===== config.mk =====
export PLATFORM = sky130hd
export DESIGN_NAME = ysyx_040750_ifu_pc
export DESIGN_NICKNAME = d
export VERILOG_FILES = /design/src/rtl/ysyx_040750_ifu_pc.sv
export SDC_FILE = /design/constraint.sdc
export NUM_CORES = 1
export LEC_CHECK = 0
export ABC_CLOCK_PERIOD_IN_PS = 5650
export CORE_UTILIZATION = 35
export CTS_CLUSTER_SIZE = 28
export DETAILED_ROUTE_END_ITERATION = 12
export GPL_TIMING_DRIVEN = 0
export PLACE_DENSITY = 0.71
export RECOVER_POWER = 25
export SLEW_MARGIN = 20
export SYNTH_ARGS = -nofsm -noshare
export SYNTH_HDL_FRONTEND = slang
export SYNTH_SLANG_ARGS = --single-unit
export TNS_END_PERCENT = 100

===== constraint.sdc =====
create_clock -name I_clk -period 5.65 [get_ports I_clk]
set_input_delay 0.8475 -clock I_clk [delete_from_list [all_inputs] [get_ports I_clk]]
set_output_delay 0.8475 -clock I_clk [all_outputs]
set_load 0.05 [all_outputs]

===== src/rtl/ysyx_040750_ifu_pc.sv =====
// rtl/ysyx_040750_ifu_pc.sv - fetch-stage PC register and instruction-fetch controller
//
// Ports:
//   I_clk, I_rst                 clock, asynchronous active-high reset
//   I_pc_valid / O_pc_ready      dnpc handshake from npc; I_dnpc is the next PC
//   I_flush, I_flush_pc          redirect from a later stage, highest priority
//   O_imem_req_valid / I_imem_req_ready, O_imem_addr    instruction fetch request
//   I_imem_rsp_valid, I_imem_rsp_data, O_imem_rsp_ready fetch response (always consumed)
//   O_IF_ID_valid / I_ID_ready   IF/ID register handshake with decode
//   O_IF_ID_pc, O_IF_ID_inst, O_IF_ID_snpc   IF/ID register contents
module ysyx_040750_ifu_pc #(
    parameter logic [31:0] RESET_PC = 32'h8000_0000,
    parameter int          AW       = 32
) (
    input  logic          I_clk,
    input  logic          I_rst,
    input  logic          I_pc_valid,
    output logic          O_pc_ready,
    input  logic [AW-1:0] I_dnpc,
    input  logic          I_flush,
    input  logic [AW-1:0] I_flush_pc,
    output logic          O_imem_req_valid,
    input  logic          I_imem_req_ready,
    output logic [AW-1:0] O_imem_addr,
    input  logic          I_imem_rsp_valid,
    input  logic [31:0]   I_imem_rsp_data,
    output logic          O_imem_rsp_ready,
    output logic          O_IF_ID_valid,
    input  logic          I_ID_ready,
    output logic [AW-1:0] O_IF_ID_pc,
    output logic [31:0]   O_IF_ID_inst,
    output logic [AW-1:0] O_IF_ID_snpc
);

    typedef enum logic [2:0] {
        S_REQ  = 3'd0,
        S_RSP  = 3'd1,
        S_OUT  = 3'd2,
        S_NPC  = 3'd3,
        S_DROP = 3'd4
    } state_t;

    state_t        state, state_n;
    logic [AW-1:0] pc, pc_n;
    logic          if_id_valid, if_id_valid_n;
    logic [AW-1:0] if_id_pc, if_id_pc_n;
    logic [31:0]   if_id_inst, if_id_inst_n;
    logic          req_fire;

    assign req_fire = (state == S_REQ) && I_imem_req_ready;

    always_comb begin
        state_n       = state;
        pc_n          = pc;
        if_id_valid_n = if_id_valid;
        if_id_pc_n    = if_id_pc;
        if_id_inst_n  = if_id_inst;
        if (I_flush) begin
            // Redirect wins over everything, including a pc handshake in S_NPC.
            pc_n          = I_flush_pc;
            if_id_valid_n = 1'b0;
            case (state)
                // A request is (or is about to be) in flight: its response must
                // be swallowed unless it is arriving right now.
                S_RSP:   state_n = I_imem_rsp_valid ? S_REQ : S_DROP;
                S_REQ:   state_n = (req_fire && !I_imem_rsp_valid) ? S_DROP : S_REQ;
                S_DROP:  state_n = I_imem_rsp_valid ? S_REQ : S_DROP;
                default: state_n = S_REQ;
            endcase
        end else begin
            case (state)
                S_REQ: begin
                    if (I_imem_req_ready) state_n = S_RSP;
                end
                S_RSP: begin
                    if (I_imem_rsp_valid) begin
                        if_id_valid_n = 1'b1;
                        if_id_pc_n    = pc;
                        if_id_inst_n  = I_imem_rsp_data;
                        state_n       = S_OUT;
                    end
                end
                S_OUT: begin
                    if (I_ID_ready) begin
                        if_id_valid_n = 1'b0;
                        state_n       = S_NPC;
                    end
                end
                S_NPC: begin
                    if (I_pc_valid) begin
                        pc_n    = I_dnpc;
                        state_n = S_REQ;
                    end
                end
                S_DROP: begin
                    if (I_imem_rsp_valid) state_n = S_REQ;
                end
                default: state_n = S_REQ;
            endcase
        end
    end

    always_ff @(posedge I_clk or posedge I_rst) begin
        if (I_rst) begin
            state       <= S_REQ;
            pc          <= AW'(RESET_PC);
            if_id_valid <= 1'b0;
            if_id_pc    <= '0;
            if_id_inst  <= '0;
        end else begin
            state       <= state_n;
            pc          <= pc_n;
            if_id_valid <= if_id_valid_n;
            if_id_pc    <= if_id_pc_n;
            if_id_inst  <= if_id_inst_n;
        end
    end

    assign O_pc_ready       = (state == S_NPC);
    assign O_imem_req_valid = (state == S_REQ);
    assign O_imem_addr      = pc;
    assign O_imem_rsp_ready = 1'b1;
    assign O_IF_ID_valid    = if_id_valid;
    assign O_IF_ID_pc       = if_id_pc;
    assign O_IF_ID_inst     = if_id_inst;
    assign O_IF_ID_snpc     = if_id_pc + AW'(4);

endmodule

Word-level counts from Yosys, hierarchy flattened
Cells that the tools add are included.
Cells by class
  bitwise gates (word level): 1
  $mul: 0
  muxes and demuxes: 17
  shift operators: 0
  divide/modulo/power cells: 0
  reduce and logical (&&, ||, !) cells: 12
  add/subtract/negate cells: 1
  equal/unequal tests: 9
  $lt $le $gt $ge: 0
Operators with widths (number)
  $mux 32: 3
  $add 32x3->32 const B: 1
  $mux 3: 8
  $pmux 3 s5: 1
  $ne 3x3->1 const B: 3
  $eq 3x2->1 const B: 2
  $ne 3x2->1 const B: 2
  $pmux 3 s2: 1
  $reduce_and 3->1: 2
  $reduce_and 5->1: 1
  $reduce_bool 2->1: 2
  $eq 3x1->1 const B: 1
  $eq 3x3->1 const B: 1
  $logic_not 3->1: 1
  $mux 1: 3
  $reduce_bool 3->1: 1
  $logic_and 1x1->1: 2
  $pmux 1 s2: 1
  $reduce_and 2->1: 1
  $reduce_or 2->1: 1
  $logic_not 1->1: 1
  $not 1->1: 1
Word-level totals
  output and inout bits: 132
  bits in latches: 0
  memory bits (read-only): 0
  RAM bits: 0
  memories kept: 0
  register bits: 100

Depth between registers and ports, before layout
  depth after elaboration: 6
  mapped depth: 5
  depth with buffers taken out: 5

Worst setup path before layout
No wires, ideal clock.
  kind: register -> output
  start: register if_id_pc[2] (netlist: O_IF_ID_pc[2])
  end: output port O_IF_ID_snpc[22]
  data arrival time: 2468 ps
  required time: 4803 ps
  path slack: 2335 ps
  stages on the path, launching flop included: 6
  cell sequence: dfrtp_1 -> ha_1 -> nand2_1 -> nor4_4 -> nand4_1 -> xnor2_1
On the way
  longest elaborated chain between the ends: 1
RTL lines
  start: declaration: line 46  | logic [AW-1:0] if_id_pc, if_id_pc_n;
  start signal: assignment: line 114  | if_id_pc <= if_id_pc_n;
  $add 32x3->32: line 126  | assign O_IF_ID_snpc = if_id_pc + AW'(4);
  end: declaration: line 32  | output logic [AW-1:0] O_IF_ID_snpc
No other way between the ends.

Final worst setup path
  start: register if_id_pc[5] (netlist: O_IF_ID_pc[5])
  end: output port O_IF_ID_snpc[31]
Same word-level chain as after synthesis.

==> Flow_metrics.wiki <==
{| class="wikitable"
! Metric !! Value
|-
| Result of the run || finished with violations
|-
| Failing checks || capacitance limit, slew limit
|-
| Maximum clock insertion buffer count || 2
|-
| Total clock sinks || 100
|-
| Max-slew violation count || 50
|-
| Slew Limit Headroom || -51.45%
|-
| Post-CTS Resized || 0
|-
| Area of the die || 13720 µm²
|-
| Switching share of power || 49.21%
|-
| Layout cells sized above 1 || 14.87%
|-
| Setup repair after global routing missed its margin || no
|-
| Area leader, netlist || dfrtp_1
|-
| Via count || 3911
|-
| Number of iterations in the first detailed-routing pass || 4
|-
| Average wire length per cell after detail routing || 16.65 µm
|-
| Switching power of the nets || 0.002069 W
|-
| Final layout net count || 731
|-
| Critical Path End Type || output pin
|-
| Clk network pwr share || 13.8%
|-
| FF+latch area || 2504 µm²
|-
| Horizontal die dimension || 117.2 µm
|-
| Pin count of the biggest net entering global routing || 52
|-
| Number of unique standard cell types used by synthesis || 38
|-
| Required time at the endpoint of the critical path || 4.80 ns
|-
| Setup tns final || 0 ns
|-
| Fmax || 0.2540 GHz
|-
| First-pass GRT wire length || 20250 µm
|-
| Area contributors post-synth || dfrtp_1 53%, mux2_2 13%, mux2i_1 6.9%
|-
| Combined area of the multi-input logic cells || 2019 µm²
|-
| N_diodes || 0
|-
| Minimum hold slack || 0.4764 ns
|-
| Util after Layout || 58.69%
|-
| Count of max-cap constraint violations || 1
|-
| WL final || 13390 µm
|-
| Placed instance count || 788
|-
| Pwr/cell area || 560.7 nW/µm²
|-
| Number of buffers added for setup after CTS || 0
|-
| Worst Tran Pin Value || 2.259 ns
|-
| CTS Root Buffer Type || clkbuf_16
|-
| Overall fraction of global-route tracks in use || 19.90%
|-
| Clk slew on worst S/H paths || 0.07 ns
|-
| Combinational power share || 57.9%
|-
| Share of Yosys cell area claimed by the top area cell type || 53.38%
|-
| Average footprint of a synthesized cell || 12.15 µm²
|-
| Die Height || 117.2 µm
|-
| Number of rows created at floorplan || 41
|-
| Leak Pwr || 3.142 nW
|-
| Filler-free cell count of the finished design || 804
|-
| DR iter-0 viols || 92
|-
| CTS tree || yes
|-
| Area grow syn2layout || 61.55%
|-
| Total core area || 12770 µm²
|-
| Flip-flop and latch count after synthesis || 100
|-
| Min Clock Period, post-route || 3.937 ns
|-
| Via/cell ratio || 4.864
|-
| Overall overflow remaining after global route || 0
|-
| Layout fillers || 1075
|-
| Total number of yosys warnings || 0
|-
| Total count of hold-check failures in the final report || 0
|-
| HPWL after DPL || 10330 µm
|-
| DR DRC count || 0
|-
| Worst min-delay path class || flip-flop to flip-flop
|-
| Finish-stage setup viols || 0
|-
| Final weighted congestion in routability-driven placement || 0.7584
|-
| Cells after Synth || 382
|-
| Final Cycle Share || 69.69%
|-
| Ports || 235
|-
| Initial antenna violation count || 0
|-
| Peak supply drop || 0.3343 mV
|-
| Startpoint-to-endpoint class of the critical path || flip-flop to output pin
|-
| Cell area after synthesis || 4641 µm²
|-
| Sequential element share of the synthesized area || 53.95%
|-
| Maximum clock skew at final layout || 0.005697 ns
|-
| Share of total power in sequential cells || 28.3%
|-
| Pint || 0.002135 W
|-
| Number of H-tree levels || 3
|-
| Initial standard-cell utilization of the core || 36.33%
|-
| Post-route ant nets || 0
|-
| Max FO, Critical Path || 9
|-
| Number of hold-repair buffers added at the cts stage || 0
|-
| Clock insertion delay at the later pin of the skew report || 0.34 ns
|-
| Post-Synthesis Net Count || 486
|-
| Number of buffers created by CTS || 9
|-
| Kind of start point of the critical path || flip-flop
|-
| Vias in the first global route || 3989
|-
| Data arrival time at the worst-slack endpoint || 3.09 ns
|-
| I/O Buffers || 233
|}
==> per-layer routing <==
layer / routed length, µm / share of wire, % / GRT usage [%]
met5: 0 / 0 / 0
met3: 815 / 6.1 / 4.480
met2: 6899 / 52 / 35.14
met1: 5428 / 41 / 23.38
met4: 244 / 1.8 / 8.017
==> cells by family after synthesis <==
family / share of synthesized area [%]
and+or+nand+nor: 10.38
muxes: 22.67
buffers and inverters: 2.534
DFF: 53.95
other: 0.08081
xor gates and xnor gates: 5.285
adders and majority gates: 0.2696
AOI/OAI and AO/OA: 4.826
==> through the flow <==
stage	worst slack [ns]	area (µm²)	total power (W)
after floorplan	2.185	4641	0.002753
after global placement	0.8481	7188	0.003615
after detailed placement	2.044	7221	0.003652
after CTS	1.642	7501	0.004243
after global routing	1.550	7497	0.004391
final	1.713	7497	0.004204
==> area by class of cell <==
class	instances	area share, %
clock inverter	4	0.3171
timing repair buffer	234	31.48
inverter	5	0.2670
tap	172	2.870
multi-input combinational	257	26.94
buffer	20	1.318
sequential	100	33.39
clock buffer	12	3.421
==> critical path, cell delays in order, from the launching register on <==
cell	delay, ns
dfrtp_1	0.49
nand4_4	0.20
nor4_4	0.68
nand4_1	0.29
xnor2_1	0.24
clkdlybuf4s50_1	0.85
==> cells in the final DEF (no fill, tap or decap), types with 2 or more instances in the layout <==
master,count
clkdlybuf4s50_1,232
dfrtp_1,99
mux2_2,55
nand2_1,42
mux2i_1,32
o21ai_0,29
xnor2_1,25
nand3_1,11
buf_2,10
mux2_1,10
nand4_1,9
clkbuf_16,9
clkbuf_1,7
nor2_1,6
o21ai_1,4
inv_1,4
nor3_1,4
and3_1,3
xor2_1,3
a21oi_1,3
buf_4,3
clkinv_2,3
nor2b_1,2
nor4_4,2
and4_1,2
and2_1,2
clkbuf_8,2
==> power by group through the flow <==
stage / Clock [W] / Sequential, W / Combinational, W
5_1_grt: 0.000630 / 0.00123 / 0.00253
4_1_cts: 0.000596 / 0.00119 / 0.00245
3_3_place_gp: 0 / 0.00119 / 0.00243
6_report: 0.000579 / 0.00119 / 0.00243
3_5_place_dp: 0 / 0.00120 / 0.00245
2_1_floorplan: 0 / 0.00197 / 0.000784
==> flip-flops by register name (all words and copies together) (netlist names) <==
register and flops:
O_IF_ID_inst 32, O_IF_ID_pc 32, O_IF_ID_valid 1, O_imem_addr 32, state 3
==> synth_stat cells (all sizes together) <==
library cell / n
and3: 3
o21ai: 33
and4: 2
conb: 1
ha: 1
nor2: 6
a211oi: 1
nor4: 2
clkbuf: 6
nand3: 12
dfrtp: 99
inv: 5
xnor2: 25
and2: 2
nor3: 5
a31oi: 1
nor2b: 2
mux2i: 32
nand4: 11
a2111oi: 1
or2: 2
dfstp: 1
a22oi: 1
a21oi: 3
a21o: 1
mux2: 65
buf: 14
xor2: 3
nand2: 42
==> path summary, 6_finish.rpt <==
kind,start,cells after the start,to,slack [ns]
setup / recovery,O_IF_ID_pc[5],5,O_IF_ID_snpc[31],1.71
hold / removal,O_imem_addr[31],2,O_imem_addr[31],0.48
setup reg to reg,state[1],4,O_imem_addr[11],3.69
hold reg to reg,O_imem_addr[31],2,O_imem_addr[31],0.48
max in group asynchronous,I_rst,3,O_imem_addr[31],3.04
min in group asynchronous,I_rst,2,O_IF_ID_inst[13],1.56
No activity file was read; power rests on OpenSTA's default activity.
